==> src/rtl/lane_pattern_scheduler_pkg.sv <==
// Shared encodings for the lane pattern scheduler: FSM states and sample values.
package lane_pattern_scheduler_pkg;
  typedef enum logic [1:0] {
    IDLE  = 2'd0,
    FLUSH = 2'd1,
    SERVE = 2'd2,
    DRAIN = 2'd3
  } state_e;

  localparam logic BIKE = 1'b1;
  localparam logic CAR  = 1'b0;
endpackage

==> src/rtl/rr_pick.sv <==
// Combinational round-robin finder: first set request at or after start_i, wrapping.
module rr_pick #(
  parameter int N = 4,
  parameter int W = $clog2(N)
) (
  input  logic [N-1:0] req_i,
  input  logic [W-1:0] start_i,
  output logic         found_o,
  output logic [W-1:0] idx_o
);
  logic [W:0]   sum;
  logic [W-1:0] cand;

  always_comb begin
    found_o = 1'b0;
    idx_o   = '0;
    sum     = '0;
    cand    = '0;
    for (int k = 0; k < N; k++) begin
      sum = {1'b0, start_i} + (W+1)'(k);
      if (sum >= (W+1)'(N)) sum = sum - (W+1)'(N);
      cand = sum[W-1:0];
      if (!found_o && req_i[cand]) begin
        found_o = 1'b1;
        idx_o   = cand;
      end
    end
  end
endmodule

==> src/rtl/lane_pattern_scheduler.sv <==
// Time-shares one BBCBC detector across lane sensors in round-robin slots and
// credits detector hits to the lane that owned the detector.
module lane_pattern_scheduler
  import lane_pattern_scheduler_pkg::*;
#(
  parameter int NUM_LANES = 4,
  parameter int WINDOW    = 16,
  parameter int IDLE_TO   = 8,
  parameter int CNT_W     = 8
) (
  input  logic                         clk,
  input  logic                         reset,
  input  logic [NUM_LANES-1:0]         lane_valid,
  input  logic [NUM_LANES-1:0]         lane_data,
  output logic [NUM_LANES-1:0]         lane_ready,
  input  logic                         clr_counts,
  output logic                         det_reset,
  output logic                         det_d_in,
  output logic                         det_valid_in,
  input  logic                         det_pattern_flag,
  output logic [$clog2(NUM_LANES)-1:0] active_lane,
  output logic                         busy,
  output logic [NUM_LANES*CNT_W-1:0]   hit_counts
);
  localparam int LW = $clog2(NUM_LANES);
  localparam int SW = $clog2(WINDOW + 1);
  localparam int IW = $clog2(IDLE_TO + 1);

  state_e                            state_q, state_d;
  logic [LW-1:0]                     act_q, act_d, rr_q, rr_d;
  logic [SW-1:0]                     smp_q, smp_d;
  logic [IW-1:0]                     idl_q, idl_d;
  logic [NUM_LANES-1:0][CNT_W-1:0]   cnt_q;

  logic [LW-1:0] base, pick_start, pick_idx;
  logic          pick_found, xfer, credit;

  // IDLE scans after the rr pointer; DRAIN scans after the lane just served,
  // which becomes the rr pointer in the same cycle, so one finder serves both.
  assign base       = (state_q == IDLE) ? rr_q : act_q;
  assign pick_start = (base == LW'(NUM_LANES - 1)) ? '0 : base + 1'b1;

  rr_pick #(.N(NUM_LANES), .W(LW)) u_pick (
    .req_i   (lane_valid),
    .start_i (pick_start),
    .found_o (pick_found),
    .idx_o   (pick_idx)
  );

  assign xfer   = (state_q == SERVE) && lane_valid[act_q];
  assign credit = det_pattern_flag && ((state_q == SERVE) || (state_q == DRAIN));

  always_comb begin
    state_d = state_q;
    act_d   = act_q;
    rr_d    = rr_q;
    smp_d   = smp_q;
    idl_d   = idl_q;
    case (state_q)
      IDLE: if (pick_found) begin
        act_d   = pick_idx;
        state_d = FLUSH;
      end
      FLUSH: begin
        smp_d   = '0;
        idl_d   = '0;
        state_d = SERVE;
      end
      SERVE: if (xfer) begin
        smp_d = smp_q + 1'b1;
        idl_d = '0;
        if (smp_q == SW'(WINDOW - 1)) state_d = DRAIN;
      end else begin
        idl_d = idl_q + 1'b1;
        if (idl_q == IW'(IDLE_TO - 1)) state_d = DRAIN;
      end
      DRAIN: begin
        rr_d = act_q;
        if (pick_found) begin
          act_d   = pick_idx;
          state_d = FLUSH;
        end else begin
          state_d = IDLE;
        end
      end
      default: state_d = IDLE;
    endcase
  end

  always_ff @(posedge clk or negedge reset) begin
    if (!reset) begin
      state_q <= IDLE;
      act_q   <= '0;
      rr_q    <= LW'(NUM_LANES - 1);
      smp_q   <= '0;
      idl_q   <= '0;
    end else begin
      state_q <= state_d;
      act_q   <= act_d;
      rr_q    <= rr_d;
      smp_q   <= smp_d;
      idl_q   <= idl_d;
    end
  end

  // Clear has priority over a coincident credit; counts stick at all-ones.
  always_ff @(posedge clk or negedge reset) begin
    if (!reset) begin
      cnt_q <= '0;
    end else if (clr_counts) begin
      cnt_q <= '0;
    end else begin
      for (int i = 0; i < NUM_LANES; i++)
        if (credit && (act_q == LW'(i)) && (cnt_q[i] != '1))
          cnt_q[i] <= cnt_q[i] + 1'b1;
    end
  end

  assign det_reset    = (state_q == IDLE) || (state_q == FLUSH);
  assign busy         = (state_q != IDLE);
  assign lane_ready   = (state_q == SERVE) ? ({{(NUM_LANES-1){1'b0}}, 1'b1} << act_q) : '0;
  assign det_valid_in = xfer;
  assign det_d_in     = (state_q == SERVE) ? lane_data[act_q] : CAR;
  assign active_lane  = act_q;
  assign hit_counts   = cnt_q;
endmodule

==> config.mk <==
export PLATFORM = sky130hd
export DESIGN_NAME = lane_pattern_scheduler
export DESIGN_NICKNAME = d
export VERILOG_FILES = /design/src/rtl/lane_pattern_scheduler_pkg.sv /design/src/rtl/rr_pick.sv /design/src/rtl/lane_pattern_scheduler.sv
export SDC_FILE = /design/constraint.sdc
export NUM_CORES = 1
export LEC_CHECK = 0
export ABC_AREA = 1
export CORE_ASPECT_RATIO = 0.75
export CORE_UTILIZATION = 33
export CTS_BUF_LIST = sky130_fd_sc_hd__clkbuf_8
export DETAILED_ROUTE_END_ITERATION = 12
export SYNTH_ARGS = -nofsm -noshare
export SYNTH_HDL_FRONTEND = slang
export SYNTH_HIERARCHICAL = 1
export SYNTH_SLANG_ARGS = --single-unit
==> constraint.sdc <==
create_clock -name clk -period 2.4 [get_ports clk]
set_input_delay 0.36 -clock clk [delete_from_list [all_inputs] [get_ports clk]]
set_output_delay 0.36 -clock clk [all_outputs]
set_load 0.02 [all_outputs]
# Yosys cells after proc, flatten, opt, wreduce, memory -nomap -nowiden
# Index checks and enable logic that the tools add are counted.
[op_classes] n_addsub=14 multipliers=0 n_reduce_logical=30 shift=1 n_eq_ne=17 n_lt_le_gt_ge=9 bitwise_logic=0 n_div=0 mux=43
[ops] op="8-bit by 1-bit adder with 8-bit output (second input constant)" n=4
[ops] op="32-bit two-way mux" n=1
[ops] op="8-bit two-way mux" n=4
[ops] op="8-bit inequality test (second input constant)" n=4
[ops] op="2-bit two-way mux" n=14
[ops] op="2-bit by 3-bit < comparator with 1-bit output (second input constant)" n=5
[ops] op="1-bit logical AND" n=13
[ops] op="1-bit binary-select mux with 2-bit select" n=6
[ops] op="1-bit two-way mux" n=12
[ops] op="2-bit nonzero test" n=6
[ops] op="2-bit equality test (second input constant)" n=5
[ops] op="5-bit one-hot mux with 2 select lines" n=1
[ops] op="3-bit >= comparator (second input constant)" n=3
[ops] op="4-bit two-way mux" n=2
[ops] op="2-bit one-hot mux with 4 select lines" n=1
[ops] op="4-bit one-hot mux with 2 select lines" n=1
[ops] op="2-bit by 1-bit subtractor with 2-bit output (second input constant)" n=4
[ops] op="2-bit by 2-bit adder with 3-bit output (second input constant)" n=2
[ops] op="3-bit by 2-bit inequality test with 1-bit output (second input constant)" n=2
[ops] op="5-bit by 1-bit adder with 5-bit output (second input constant)" n=1
[ops] op="5-bit by 4-bit equality test with 1-bit output (second input constant)" n=1
[ops] op="5-bit two-way mux" n=1
[ops] op="4-bit by 1-bit adder with 4-bit output (second input constant)" n=1
[ops] op="2-bit by 1-bit equality test with 1-bit output (second input constant)" n=2
[ops] op="12 further kinds" n=18
[totals] latchBits=0 reg_bits=47 word_cells=123 out_inout_bits=42 mem_bits_rw=0 n_memories=0 inputBits=12 mem_bits_ro=0

# Longest topological paths before layout
# Gate-level depths: netlist of the first run.
[depth] word_depth=20 depth_mapped=17 ltp_nobuf=17

# By module
# Netlist of the first run, hierarchy kept.
[modules_own_cells] module="lane_pattern_scheduler" n_inst=1 area_per_inst_um2=2842.7 cells_each=365
[modules_own_cells] module="rr_pick" n_inst=1 area_per_inst_um2=319.1 cells_each=59

# Least setup slack after synthesis of the first run
# No wires, ideal clock.
[synth_path] path_kind="flip-flop to flip-flop" from="register state_q[0]" to="register state_q[1]" path_stages_with_launch=16 period_less_slack_ps=2556 arrival_ps=2490 setup_time_ps=66 required_time_ps=2334 setup_slack_ps=-156 path_cell_list="dfrtp_1 -> inv_1 -> ha_1 -> o21ai_0 -> xnor2_1 -> inv_2 -> nand2_2 -> nand2_2 -> nand2_2 -> nand2_2 -> nor2_4 -> nand3b_1 -> or2_2 -> nand3_1 -> nand2_1 -> nand2_1"
[synth_via] elab_chain_cells=20 elab_cells_between_ends=48 classes_between="add/sub (8); order compare (4); eq/ne (7); mux (20); reduce/logical (9)"
[synth_lines] element="start, declared" line_no="lane_pattern_scheduler.sv:29" source="state_e state_q, state_d;"
[synth_lines] element="start signal, assigned" line_no="lane_pattern_scheduler.sv:98" source="state_q <= state_d;"
[synth_lines] element="2-bit logical NOT (*)" line_no="lane_pattern_scheduler.sv:40" source="assign base = (state_q == IDLE) ? rr_q : act_q;"
[synth_lines] element="2-bit two-way mux (*)" line_no="lane_pattern_scheduler.sv:40"
[synth_lines] element="2-bit by 1-bit adder with 2-bit output / 2-bit equality test (equally long branches)" line_no="lane_pattern_scheduler.sv:41" source="assign pick_start = (base == LW'(NUM_LANES - 1)) ? '0 : base + 1'b1;"
[synth_lines] element="2-bit two-way mux (*)" line_no="lane_pattern_scheduler.sv:41"
[synth_lines] element="via pick_start[0]" line_no="lane_pattern_scheduler.sv:35" source="logic [LW-1:0] base, pick_start, pick_idx;"
[synth_lines] element="parallel branches: the longest is 13 deep, another holds 2-bit by 1-bit adder with 3-bit output"
[synth_lines] element="1-bit two-way mux (*)" line_no="rr_pick.sv:23" source="if (!found_o && req_i[cand]) begin"
[synth_lines] element="via pick_found" line_no="lane_pattern_scheduler.sv:36" source="logic pick_found, xfer, credit;"
[synth_lines] element="2-bit inequality test (no line) (*)"
[synth_lines] element="3-bit AND reduction (no line) (*)"
# Mark *: on every way through the listed nets, which the timed path passes. The select of a mux whose other input is x is not followed.
# A chain may end at the register's enable or synchronous reset.

# Worst setup path after layout of the first run
[layout_path] from="register state_q[1]" to="register state_q[0]"
[layout_via] elab_chain_cells=20 elab_cells_between_ends=49 classes_between="add/sub (8); order compare (4); eq/ne (7); mux (21); reduce/logical (9)"
[layout_lines] element="2-bit logical NOT (*)" line_no="lane_pattern_scheduler.sv:40"
[layout_lines] element="2-bit two-way mux (*)" line_no="lane_pattern_scheduler.sv:40"
[layout_lines] element="2-bit by 1-bit adder with 2-bit output / 2-bit equality test (equally long branches)" line_no="lane_pattern_scheduler.sv:41"
[layout_lines] element="2-bit two-way mux (*)" line_no="lane_pattern_scheduler.sv:41"
[layout_lines] element="via pick_start[0]" line_no="lane_pattern_scheduler.sv:35"
[layout_lines] element="parallel branches: the longest is 13 deep, another holds 2-bit by 1-bit adder with 3-bit output"
[layout_lines] element="1-bit two-way mux (*)" line_no="rr_pick.sv:23"
[layout_lines] element="via pick_found" line_no="lane_pattern_scheduler.sv:36"
[layout_lines] element="1-bit two-way mux / 2-bit inequality test (equally long branches)"
[layout_lines] element="2-bit one-hot mux with 4 select lines / 3-bit AND reduction (equally long branches)"
# Marks and branches as above.

==> results of run 1 <==
-- sequential cells by signal (all words and copies together), names as in the netlist --
signal / count
idl_q: 4
hit_counts: 32
smp_q: 5
rr_q: 2
state_q: 2
active_lane: 2
-- cells in the final DEF, fill, tap and decap left out, drive strengths merged --
cell type,count
nand2,127
inv,59
clkdlybuf4s50,46
dfrtp,45
nand3,41
nor2,35
o21ai,31
nand4,23
buf,23
a21oi,14
ha,13
xor2,10
clkbuf,5
nor3,5
dlymetal6s2s,4
nand3b,3
or2,3
clkinv,2
o22ai,2
dlygate4sd2,2
dfstp,2
xnor2,2
a41oi,1
a21boi,1
o211ai,1
o21a,1
-- power breakdown --
group	leakage, nW	switching (W)	internal [W]
logic	1.29	0.00174	0.00122
clock network	0.0505	0.000265	0.000197
registers	0.635	0.000100	0.000924
total	1.98	0.00211	0.00234
-- worst max-delay path by stage --
stage                                  end  slack (ps)                   start
floorplan           state_q[1]$_DFFE_PN0P_          10  state_q[0]$_DFFE_PN0P_
global placement              det_valid_in          90           lane_valid[3]
detailed placement  state_q[1]$_DFFE_PN0P_          10  state_q[0]$_DFFE_PN0P_
CTS                 state_q[1]$_DFFE_PN0P_           5  state_q[0]$_DFFE_PN0P_
global route        state_q[0]$_DFFE_PN0P_          20  state_q[1]$_DFFE_PN0P_
finish              state_q[0]$_DFFE_PN0P_         150  state_q[1]$_DFFE_PN0P_
-- cell type report --
type / count / area [µm²]
clock buffer: 5 / 68.8
inverter: 58 / 221
sequential: 47 / 1180
fill: 943 / 5070
timing repair buffer: 75 / 702
tap: 128 / 160
clock inverter: 3 / 12.5
multi-input combinational: 313 / 1740
-- stage by stage --
step | std cells | total power (W) | hold slack (ps) | area [µm²]
after CTS | 626 | 0.00433 | 165 | 4040
after floorplan | 424 | 0.00301 | 64.4 | 3170
final | 629 | 0.00445 | 141 | 4090
after detailed placement | 618 | 0.00385 | 486 | 3950
after global routing | 629 | 0.00482 | 176 | 4090
after global placement | 618 | 0.00381 | 489 | 3950
-- worst register-to-register path: stages, from the launching register on --
cell	delay, ps
dfrtp_1	370
inv_2	60
ha_4	170
nand2_1	80
o21ai_2	90
xnor2_2	230
inv_2	120
nand2_4	80
nand2_4	60
nand2_1	60
o21ai_1	70
nand3b_1	220
or2_2	350
nand3_1	120
nand2_1	60
nand2_1	50
-- logic make-up (layout without fill, tap and decap cells) --
family                     count (synthesis)  count (layout)  synth area share (%)
and+or+nand+nor                          237             237                  36.1
adders and majority gates                 13              13                  5.14
xor gates and xnor gates                  12              12                  3.32
DFF                                       47              47                  37.3
AOI/OAI and AO/OA                         51              51                  9.70
buffers and inverters                     64             141                  8.43
-- metal layers --
layer	GRT usage, %	wire length, µm	part of all wire (%)
met4	5.67	121	1.6
met3	2.87	324	4.3
met2	25.3	3350	44
met5	0	0	0
met1	21.9	3750	50
-- what timing repair did --
| item | in CTS | in global routing |
|---|---|---|
| gates resized for setup | 3 | 11 |
| setup buffers | 0 | 3 |
| setup endpoints to repair | 4 | 8 |
| endpoints found under the hold margin | 0 | 0 |
==> flow_summary.toml, run 1 <==
[status]
status = "complete, no violations"

[sta]
fmax_mhz = 444
maxSlewHeadroom_pct = 60.4
clock-skew-final_ps = 8.52
fin_crit_ps = 2250
rsz0062_at_grt = "no"
setup_slack_ps = 148
slew_violations = 0
finalCritPeriodShare_pct = 93.8
tns_ps = 0
setup_viol = 0
worst_slew_pin_slew_ps = 594
hold_viol = 0

[clocking]
cts_sinks = 47
h-tree-depth = 2
hold_buffers = 0
clkTransAtPathRegs_ps = 90
cts_made_buffers = 5
ctsRootBufferMaster = "clkbuf_8"
cts_buffer_depth = 2
tritoncts = "built"
clk_latency_ps = 300

[grt]
grt_pass1_wl_um = 12700
grt_overflow_total = 0
grt_pass1_vias = 2745
grt_max_degree = 48
grtUsageTotal_pct = 16.0
antenna_found_initial = 0

[worst_setup_path]
cp.required_ps = 2640
cp_cell_sequence = "inv_2, ha_4, nand2_1, o21ai_2, xnor2_2, inv_2, nand2_4, nand2_4, nand2_1, o21ai_1, nand3b_1, or2_2, nand3_1, nand2_1, nand2_1"
r2r_slack_ps = 150
arrival_ps = 2500
critPathCaptureType = "flip-flop"
path_max_fanout = 5
worst-path-stages = 15
path_class = "reg2reg"
rr_startpoint = "state_q[1]$_DFFE_PN0P_"
worstRegToRegCells = 15
crit_family = "simple AND/OR/NAND/NOR gates"
critPathSlowestCell = "dfrtp_1"
startpoint_type = "flip-flop"
cp_num_buf_inv = 2
crit_top_cell = "nand2_1"
max_stage_delay_ps = 370
r2r_end = "state_q[0]$_DFFE_PN0P_"

[logic_synthesis]
synthesis.nets = 449
yosysTopAreaCellShare_pct = 35.6
netlist_top_cells_area = "dfrtp_1 (36%), nand2_1 (13%), nand3_1 (5.9%), inv_1 (5.8%), ha_1 (5.1%)"
syn_inst = 424
synthMostInstantiatedCell = "nand2_1"
yosysTopAreaCell = "dfrtp_1"
yosysWarnings = 6
ys_seq_elements = 47
synth_cell_types = 35
ys_seq_area_share_pct = 37.3
synth_edf_count = 0
synthTopCellsByCount = "nand2_1 (107), inv_1 (49), dfrtp_1 (45)"
syn_avg_cell_area_um2 = 7.46
synth_area_um2 = 3160
ys.flop_type = "dfrtp_1"
async_flop_share_pct = 100

[route]
dr.pass1.iters = 5
viasPerCell = 4.77
vias = 3000
antenna_left = 0
routed_wl_um = 7550
drc = 0
drt-initial-drc-count = 135
drt-wirelength-per-cell_um = 12.0

[placed_design]
finalWeightedCongestion = 0.826
dp_hpwl_um = 5780
portBuffers = 53
pre_cts_ws_ps = 11.8

[die]
die_h_um = 86.8
fp.coreArea_um2 = 9160
initial_core_util_pct = 34.5
pin_count = 54
chipWidth_um = 115
die_area_um2 = 9980
rows = 30

[final_layout]
syn2layout_area_growth_pct = 29.3
diodes = 0
drive_above_1_share_pct = 17.0
finish.utilization_pct = 44.6
layout.nets = 525

[pwr]
peakVddDrop_mv = 0.524
power.density_nw_per_um2 = 1090
p_leak_nw = 1.98

[worst_hold_path]
hold_path_class = "in2async"

[run]
maxCapViolCount = 0
No activity file was read; power rests on OpenSTA's default activity.
==> run 2, diff against run 1 <==
--- a/config.mk
+++ b/config.mk
@@ -6,6 +6,7 @@
 export NUM_CORES = 1
 export LEC_CHECK = 0
 export ABC_AREA = 1
+export ABC_CLOCK_PERIOD_IN_PS = 2400
 export CORE_ASPECT_RATIO = 0.75
 export CORE_UTILIZATION = 33
 export CTS_BUF_LIST = sky130_fd_sc_hd__clkbuf_8
==> results of run 2 <==
Same layout as run 1: the final DEF is identical, and so are final timing and power.
